<file path="src/rtl/alu_seq_pkg.sv">
// Shared types and constants for the parametrised sequential ALU.
// Op and operand-control bit positions match the out_sel / in_sel port layout.
package alu_seq_pkg;

  localparam int unsigned ST_W  = 2;
  localparam int unsigned OP_W  = 7;
  localparam int unsigned SEL_W = 3;

  typedef enum logic [ST_W-1:0] {
    ST_OFF  = 2'b00,
    ST_IDLE = 2'b01,
    ST_EXEC = 2'b10,
    ST_DONE = 2'b11
  } state_e;

  localparam int unsigned OP_ADD = 6;
  localparam int unsigned OP_SUB = 5;
  localparam int unsigned OP_AND = 4;
  localparam int unsigned OP_OR  = 3;
  localparam int unsigned OP_XOR = 2;
  localparam int unsigned OP_NOT = 1;
  localparam int unsigned OP_MUL = 0;

  localparam int unsigned SEL_PERSIST = 2;
  localparam int unsigned SEL_LOAD    = 1;
  localparam int unsigned SEL_CLR     = 0;

  // An op is legal when exactly one select bit is set and MUL is only legal if built in.
  function automatic logic op_valid(input logic [OP_W-1:0] op, input logic mul_en);
    return $onehot(op) && (mul_en || !op[OP_MUL]);
  endfunction

endpackage

</file>
<file path="src/rtl/alu_seq_mul.sv">
// Iterative shift-add unsigned multiplier: one partial product per step, WIDTH steps.
// last_c flags the final step; prod_c is the product once that step is applied.
module alu_seq_mul
  import alu_seq_pkg::*;
#(
  parameter int unsigned WIDTH = 8
) (
  input  logic                 clk,
  input  logic                 rst,
  input  logic                 load,
  input  logic                 step,
  input  logic [WIDTH-1:0]     a,
  input  logic [WIDTH-1:0]     b,
  output logic                 last_c,
  output logic [2*WIDTH-1:0]   prod_c
);

  localparam int unsigned CNT_W = $clog2(WIDTH + 1);

  logic [WIDTH-1:0]   mcand_q, mcand_d;
  logic [2*WIDTH-1:0] prod_q, prod_d;
  logic [CNT_W-1:0]   cnt_q, cnt_d;
  logic [WIDTH:0]     sum;
  logic [2*WIDTH-1:0] prod_step;

  // Low half of prod_q holds the unconsumed multiplier bits, high half the running sum.
  always_comb begin
    sum       = {1'b0, prod_q[2*WIDTH-1:WIDTH]} + (prod_q[0] ? {1'b0, mcand_q} : '0);
    prod_step = {sum, prod_q[WIDTH-1:1]};
    prod_c    = prod_step;
    last_c    = step && (cnt_q == CNT_W'(1));
  end

  always_comb begin
    mcand_d = mcand_q;
    prod_d  = prod_q;
    cnt_d   = cnt_q;
    if (load) begin
      mcand_d = a;
      prod_d  = {WIDTH'(0), b};
      cnt_d   = CNT_W'(WIDTH);
    end else if (step && (cnt_q != '0)) begin
      prod_d = prod_step;
      cnt_d  = cnt_q - CNT_W'(1);
    end
  end

  always_ff @(posedge clk) begin
    if (rst) begin
      mcand_q <= '0;
      prod_q  <= '0;
      cnt_q   <= '0;
    end else begin
      mcand_q <= mcand_d;
      prod_q  <= prod_d;
      cnt_q   <= cnt_d;
    end
  end

endmodule

</file>
<file path="src/rtl/alu_seq_param.sv">
// Parametrised sequential ALU with operand registers, OFF/IDLE/EXEC/DONE control and flags.
// Define ALU_SEQ_MUL_EN to build in the iterative multiplier (out_sel[0]); otherwise MUL is invalid.
module alu_seq_param
  import alu_seq_pkg::*;
#(
  parameter int unsigned WIDTH = 8
) (
  input  logic             clk,
  input  logic             rst,
  input  logic             on,
  input  logic [2:0]       in_sel,
  input  logic [WIDTH-1:0] num1,
  input  logic [WIDTH-1:0] num2,
  input  logic [6:0]       out_sel,
  input  logic             start,
  output logic [WIDTH-1:0] final1,
  output logic [WIDTH-1:0] final2,
  output logic [WIDTH-1:0] out,
  output logic [WIDTH-1:0] out_hi,
  output logic             carry,
  output logic             zero,
  output logic             err,
  output logic             busy,
  output logic             done,
  output logic [1:0]       curr_state,
  output logic [1:0]       next_state
);

`ifdef ALU_SEQ_MUL_EN
  localparam logic MUL_EN = 1'b1;
`else
  localparam logic MUL_EN = 1'b0;
`endif

  state_e           state_q, state_d;
  logic [WIDTH-1:0] final1_q, final1_d, final2_q, final2_d;
  logic [WIDTH-1:0] out_q, out_d, out_hi_q, out_hi_d;
  logic             carry_q, carry_d, zero_q, zero_d, err_q, err_d;
  logic             busy_q, busy_d, done_q, done_d;
  logic [OP_W-1:0]  op_q, op_d;

  logic [WIDTH:0]   add_ext;
  logic [WIDTH-1:0] alu_res;
  logic             alu_carry;

`ifdef ALU_SEQ_MUL_EN
  logic               mul_load, mul_step, mul_last_c;
  logic [2*WIDTH-1:0] mul_prod_c;

  alu_seq_mul #(.WIDTH(WIDTH)) u_mul (
    .clk    (clk),
    .rst    (rst),
    .load   (mul_load),
    .step   (mul_step),
    .a      (final1_d),
    .b      (final2_d),
    .last_c (mul_last_c),
    .prod_c (mul_prod_c)
  );
`endif

  // Single-cycle datapath, evaluated on the registered operands during EXEC.
  always_comb begin
    add_ext   = {1'b0, final1_q} + {1'b0, final2_q};
    alu_res   = '0;
    alu_carry = 1'b0;
    if (op_q[OP_ADD]) begin
      alu_res   = add_ext[WIDTH-1:0];
      alu_carry = add_ext[WIDTH];
    end else if (op_q[OP_SUB]) begin
      alu_res   = final1_q - final2_q;
      alu_carry = (final1_q < final2_q);
    end else if (op_q[OP_AND]) begin
      alu_res = final1_q & final2_q;
    end else if (op_q[OP_OR]) begin
      alu_res = final1_q | final2_q;
    end else if (op_q[OP_XOR]) begin
      alu_res = final1_q ^ final2_q;
    end else if (op_q[OP_NOT]) begin
      alu_res = ~final1_q;
    end
  end

  always_comb begin
    state_d  = state_q;
    final1_d = final1_q;
    final2_d = final2_q;
    out_d    = out_q;
    out_hi_d = out_hi_q;
    carry_d  = carry_q;
    zero_d   = zero_q;
    err_d    = err_q;
    op_d     = op_q;
`ifdef ALU_SEQ_MUL_EN
    mul_load = 1'b0;
    mul_step = 1'b0;
`endif

    if (!on) begin
      state_d = ST_OFF;
    end else begin
      case (state_q)
        ST_OFF: state_d = ST_IDLE;
        ST_IDLE: begin
          if (in_sel[SEL_CLR]) begin
            final1_d = '0;
            final2_d = '0;
          end else if (in_sel[SEL_LOAD]) begin
            final1_d = num1;
            final2_d = num2;
          end
          // Multiplier captures final*_d so a same-cycle load is used directly.
          if (start) begin
            state_d = ST_EXEC;
            op_d    = out_sel;
`ifdef ALU_SEQ_MUL_EN
            mul_load = op_valid(out_sel, MUL_EN) && out_sel[OP_MUL];
`endif
          end
        end
        ST_EXEC: begin
          if (!op_valid(op_q, MUL_EN)) begin
            err_d   = 1'b1;
            state_d = ST_DONE;
          end else if (op_q[OP_MUL]) begin
`ifdef ALU_SEQ_MUL_EN
            mul_step = 1'b1;
            if (mul_last_c) begin
              out_d    = mul_prod_c[WIDTH-1:0];
              out_hi_d = mul_prod_c[2*WIDTH-1:WIDTH];
              carry_d  = (mul_prod_c[2*WIDTH-1:WIDTH] != '0);
              zero_d   = (mul_prod_c == '0);
              err_d    = 1'b0;
              state_d  = ST_DONE;
            end
`endif
          end else begin
            out_d    = alu_res;
            out_hi_d = '0;
            carry_d  = alu_carry;
            zero_d   = (alu_res == '0);
            err_d    = 1'b0;
            state_d  = ST_DONE;
          end
        end
        ST_DONE: state_d = ST_IDLE;
        default: state_d = ST_OFF;
      endcase
    end

    busy_d = (state_d == ST_EXEC);
    done_d = (state_d == ST_DONE);
  end

  always_ff @(posedge clk) begin
    if (rst) begin
      state_q  <= ST_OFF;
      final1_q <= '0;
      final2_q <= '0;
      out_q    <= '0;
      out_hi_q <= '0;
      carry_q  <= 1'b0;
      zero_q   <= 1'b0;
      err_q    <= 1'b0;
      busy_q   <= 1'b0;
      done_q   <= 1'b0;
      op_q     <= '0;
    end else begin
      state_q  <= state_d;
      final1_q <= final1_d;
      final2_q <= final2_d;
      out_q    <= out_d;
      out_hi_q <= out_hi_d;
      carry_q  <= carry_d;
      zero_q   <= zero_d;
      err_q    <= err_d;
      busy_q   <= busy_d;
      done_q   <= done_d;
      op_q     <= op_d;
    end
  end

  assign final1     = final1_q;
  assign final2     = final2_q;
  assign out        = out_q;
  assign out_hi     = out_hi_q;
  assign carry      = carry_q;
  assign zero       = zero_q;
  assign err        = err_q;
  assign busy       = busy_q;
  assign done       = done_q;
  assign curr_state = state_q;
  assign next_state = state_d;

endmodule
</file>
<file path="config.mk">
export PLATFORM = sky130hd
export DESIGN_NAME = alu_seq_param
export DESIGN_NICKNAME = d
export VERILOG_FILES = /design/src/rtl/alu_seq_pkg.sv /design/src/rtl/alu_seq_mul.sv /design/src/rtl/alu_seq_param.sv
export SDC_FILE = /design/constraint.sdc
export NUM_CORES = 1
export LEC_CHECK = 0
export ABC_AREA = 1
export CAP_MARGIN = 5
export CORE_AREA = 2 2 76 78
export DETAILED_ROUTE_END_ITERATION = 10
export DIE_AREA = 0 0 78 80
export GPL_TIMING_DRIVEN = 0
export PLACE_DENSITY = 0.84
export SYNTH_ARGS = -nofsm -noshare
export SYNTH_HDL_FRONTEND = slang
export SYNTH_SLANG_ARGS = --single-unit
</file>
<file path="constraint.sdc">
create_clock -name clk -period 7.75 [get_ports clk]
set_input_delay 1.1625 -clock clk [delete_from_list [all_inputs] [get_ports clk]]
set_output_delay 1.1625 -clock clk [all_outputs]
set_load 0.1 [all_outputs]
</file>
[After elaboration in Yosys (flattened, before gate mapping)]
Cells that the tools add are included.
Operators by class
  add/subtract/negate cells: 8
  $lt $le $gt $ge: 1
  eq/ne operators: 7
  mux-type cells: 19
  bitwise operators: 5
  reduce and logical (&&, ||, !) cells: 10
Operators by type and width (number)
  $mux 8: 10
  $add 8x8->9: 1
  $reduce_and 3->1: 3
  $and 8x8->8: 1
  $eq 2x2->1 const B: 4
  $logic_not 8->1: 1
  $lt 8x8->1: 1
  $mux 2: 4
  $not 8->8: 1
  $or 8x8->8: 1
  $sub 8x8->8: 1
  $xor 8x8->8: 1
  $add 1x1->2: 3
  $pmux 2 s3: 1
  $mux 1: 4
  $reduce_and 4->1: 1
  $add 2x1->3: 1
  $add 2x2->3: 1
  $add 3x3->3: 1
  $eq 3x1->1 const B: 1
  $eq 2x1->1 const B: 1
  $logic_not 2->1: 1
  $ne 2x2->1 const B: 1
  $reduce_bool 2->1: 1
  other kinds (4): 4
Word-level totals
  bits in registers: 38
  input port bits: 30
  output and inout port bits: 41

[Depth between registers and ports, before layout]
  word-level depth: 9
  mapped depth: 14
  mapped depth without buffers: 14

[Least setup slack after synthesis]
No wires, ideal clock.
  kind: register to output
  start point: register state_q[0], in the netlist curr_state[0]
  end point: output next_state[0]
  arrival: 2.178 ns
  data required time: 6.588 ns
  slack: 4.409 ns
  stages on the path, launching flop included: 6
  path buffers: 0
  cells stage by stage: dfxtp_1 -> inv_1 -> ha_1 -> or3_1 -> nand3_1 -> inv_1
Between the ends
  word-level cells in the longest chain between the ends: 4
  elaborated cells between the ends (all ways): 10
Ends and longest elaborated chain
  from (decl): RTL line alu_seq_param.sv:35  | state_e state_q, state_d;
  from (signal assigned): RTL line alu_seq_param.sv:169  | state_q <= state_d;
  $eq 2x2->1 (tied with other cells): RTL line alu_seq_param.sv:102  | case (state_q)
  $reduce_or 2->1 (no line) / $mux 2 (equally long branches)
  $pmux 2 s3 (*): RTL line alu_seq_param.sv:102
  $mux 2 (*): RTL line alu_seq_param.sv:99  | if (!on) begin
  to (decl): RTL line alu_seq_param.sv:26  | output logic [1:0] next_state
Mark *: on every way between the ends. The rest lies on a longest branch, timed or not.

[Worst setup path after layout]
  start point: input start
  end point: output next_state[0]
Between the ends
  word-level cells in the longest chain between the ends: 3
Ends and longest elaborated chain
  from (decl): RTL line alu_seq_param.sv:15  | input logic start,
  $mux 2: RTL line alu_seq_param.sv:113  | if (start) begin
  $pmux 2 s3: RTL line alu_seq_param.sv:102
  $mux 2: RTL line alu_seq_param.sv:99
Every way passes these cells.

==> metrics.yaml <==
run_status:
  status: "complete, no violations"
job:
  drv_cap: 0
routing:
  remaining_drc_errors: 0
  drt_first_pass_iters: 5
  wirelength_um: 7560
  viasPerCell: 5.16
  antenna_left: 0
  drtIter0Drc: 196
  dr_total_vias: 2910
  wl_per_cell_um: 13.4
sta:
  finalHoldViolations: 0
  clock_skew_ps: 6.65
  worstMarginPinSlew_ps: 986
  min_period_ps: 4320
  rsz0062_at_grt: "no"
  post-route-period-util_pct: 55.7
  fmax_mhz: 232
  setup_viol: 0
  max_slew_margin_pct: 34.1
  tns_ps: 0
  holdWs_ps: 477
  drv_slew: 0
die:
  initial_core_util_pct: 52.4
  io_pins: 71
  core_area_mm2: 0.00541
  dieArea_mm2: 0.00624
  row_count: 27
  die_w_um: 78
  die_h_um: 80
setup_path:
  crit_start: "start"
  crit_required_ps: 6590
  r2r_start: "op_q[3]$_SDFFE_PP0P_"
  endpoint_kind: "output pin"
  r2r_slack_ps: 4060
  critPathSlowestCell: "clkdlybuf4s50_1"
  r2r_end: "carry$_SDFFE_PP0P_"
  start_kind: "primary input"
  cp_cell_sequence: "clkdlybuf4s50_1 > o21ai_0 > nand3_1 > inv_1 > clkdlybuf4s50_1"
  path_common_cell: "clkdlybuf4s50_1"
  critPathCapture: "next_state[0]"
  path_class: "primary input to output pin"
  critPathMaxFanout: 3
  cpPeakStageDelay_ps: 1140
  reg2reg_depth: 13
  cp.arrival_ps: 3160
place:
  portBuffers: 61
  finalWeightedCongestion: 0.912
  dp_hpwl_um: 6140
grt:
  grt_max_degree: 13
  grt_pass1_vias: 2667
  gr-usage-met3_pct: 3.85
  grtUsageTotal_pct: 24.9
  use_met1_pct: 32.4
  busiest_layer: "met2"
  overflow: 0
  antenna_found_initial: 0
  grt_pass1_wl_um: 12500
  met2_usage_pct: 43.4
pwr:
  p_leak_nw: 1.63
  ir_drop_uv: 104
  p_per_area_mw_per_mm2: 151
clock_network:
  cts_buffers: 5
  cts_resized: 0
  root_buffer: "clkbuf_8"
  htreeDepth: 2
  worstSkewPairLatency_ps: 290
  hold_buffers: 0
  cts_tree: "built"
  post-cts-setup-buffer-count: 0
  cts_buffer_depth: 2
  clk_pin_slew_ps: 80
  numClockSinks: 38
finish:
  fillers: 502
  nNetsFinal: 553
  multi_input_area_mm2: 0.00174
  syn_to_final_growth_pct: 29.0
  ff_latch_area_um2: 761
  final_core_util_pct: 67.6
  layout-drive-gt1-share_pct: 7.11
  diodes: 0
synthesis:
  ys_seq_elements: 38
  synth_cells: 416
  seq_area_frac_synth_pct: 26.9
  yosys.area.top_type_share_pct: 26.9
  syn_area_per_cell_um2: 6.81
  synth_area_leaders: "dfxtp_1, nand2_1, ha_1"
  yosys.area.top_type: "dfxtp_1"
  synth_warnings: 0
  synth.distinct_cells: 32
  synth_area_mm2: 0.00283
min_path:
  min_path_type: "register to register"
worst min-delay path by stage:
stage                                    start              endpoint  slack [ps]  cells past startpoint
after CTS                    zero$_SDFFE_PP0P_     zero$_SDFFE_PP0P_         480                      2
after global placement       zero$_SDFFE_PP0P_     zero$_SDFFE_PP0P_         460                      2
final                        zero$_SDFFE_PP0P_     zero$_SDFFE_PP0P_         480                      2
after global routing         zero$_SDFFE_PP0P_     zero$_SDFFE_PP0P_         490                      2
after detailed placement     zero$_SDFFE_PP0P_     zero$_SDFFE_PP0P_         470                      2
after floorplan           op_q[0]$_SDFFE_PP0P_  op_q[0]$_SDFFE_PP0P_         500                      2
layout make-up:
class / instances / share of cell area (%)
clock buffers: 6 / 2.26
clock inverters: 2 / 0.342
flip-flops and latches: 38 / 20.8
repair buffers: 61 / 16.7
inverters: 56 / 5.75
plain buffers: 24 / 3.94
well taps: 72 / 2.47
multi-input cells: 305 / 47.7
routing by layer:
| layer | vias up | wire length [um] |
|---|---|---|
| li1 | 1480 | - |
| met1 | 1324 | 3350 |
| met2 | 99 | 3640 |
| met3 | 7 | 479 |
| met4 | 0 | 84 |
| met5 | - | 0 |
state kept, by name, indices dropped and copies added (netlist names):
| signal | cells |
|---|---|
| final1 | 8 |
| final2 | 8 |
| out | 8 |
| op_q | 7 |
| curr_state | 2 |
| busy | 1 |
| carry | 1 |
| done | 1 |
| err | 1 |
| zero | 1 |
Yosys cell counts:
| cell | instances |
|---|---|
| nand4_1 | 2 |
| a21oi_4 | 1 |
| nor3_1 | 2 |
| nand2_1 | 90 |
| inv_2 | 4 |
| conb_1 | 1 |
| nand2_2 | 2 |
| ha_1 | 26 |
| buf_2 | 4 |
| buf_6 | 1 |
| a21oi_1 | 39 |
| xor2_1 | 3 |
| buf_4 | 11 |
| or3_1 | 1 |
| a211oi_1 | 16 |
| o21bai_1 | 1 |
| o21ai_0 | 21 |
| a31oi_1 | 1 |
| nand3_1 | 39 |
| o21ai_2 | 2 |
| nor2_1 | 37 |
| nor4_2 | 1 |
| o22ai_1 | 1 |
| inv_1 | 51 |
| clkinv_1 | 1 |
| clkbuf_1 | 8 |
| a21oi_2 | 1 |
| o21a_1 | 2 |
| dfxtp_1 | 38 |
| a21o_1 | 1 |
| o21ai_1 | 2 |
| fa_1 | 6 |
worst max-delay path: cells and delay by family:
| kind | cells | cell delay (ps) |
|---|---|---|
| AOI/OAI and AO/OA | 1 | 170 |
| buffers and inverters | 3 | 1680 |
| and+or+nand+nor | 1 | 140 |
cell families (layout without fill, tap and decap cells):
kind of cell	count (synthesis)	count (layout)	share of synthesized area (%)
DFF	38	38	26.9
other	1	8	0.132
adders and majority gates	32	32	15.7
and+or+nand+nor	174	174	25.6
buffers and inverters	80	149	12.5
AOI/OAI and AO/OA	88	88	18.2
xor gates and xnor gates	3	3	0.928
per-stage QoR:
stage	worst slack [ps]	area, um^2	cells	total power [W]
finish	3430	3650	564	0.000551
global route	3310	3650	564	0.000574
CTS	3420	3650	564	0.000549
detailed placement	3420	3560	556	0.000405
global placement	3460	3560	556	0.000402
floorplan	4410	2860	423	0.000357
placed cells by master (no fill, tap or decap), types with 2 or more instances in the layout:
cell             instances
nand4_1                  2
o21ai_2                  2
inv_2                    4
nand2_1                 90
nand2_2                  2
clkbuf_8                 6
a211oi_1                16
nor2_1                  37
a21oi_1                 39
xor2_1                   3
o21ai_0                 21
inv_1                   51
dfxtp_1                 38
nor3_1                   2
o21ai_1                  2
conb_1                   8
o21a_1                   2
fa_1                     6
buf_2                    4
buf_4                   11
nand3_1                 39
clkdlybuf4s50_1         61
ha_1                    26
clkbuf_1                 8
power breakdown:
group          total [W]  internal, W  switching [W]
clock network   0.000148    0.0000716      0.0000767
logic           0.000195    0.0000602       0.000134
registers       0.000208     0.000202     0.00000591
Note: power is estimated with default switching activity, not from simulation.
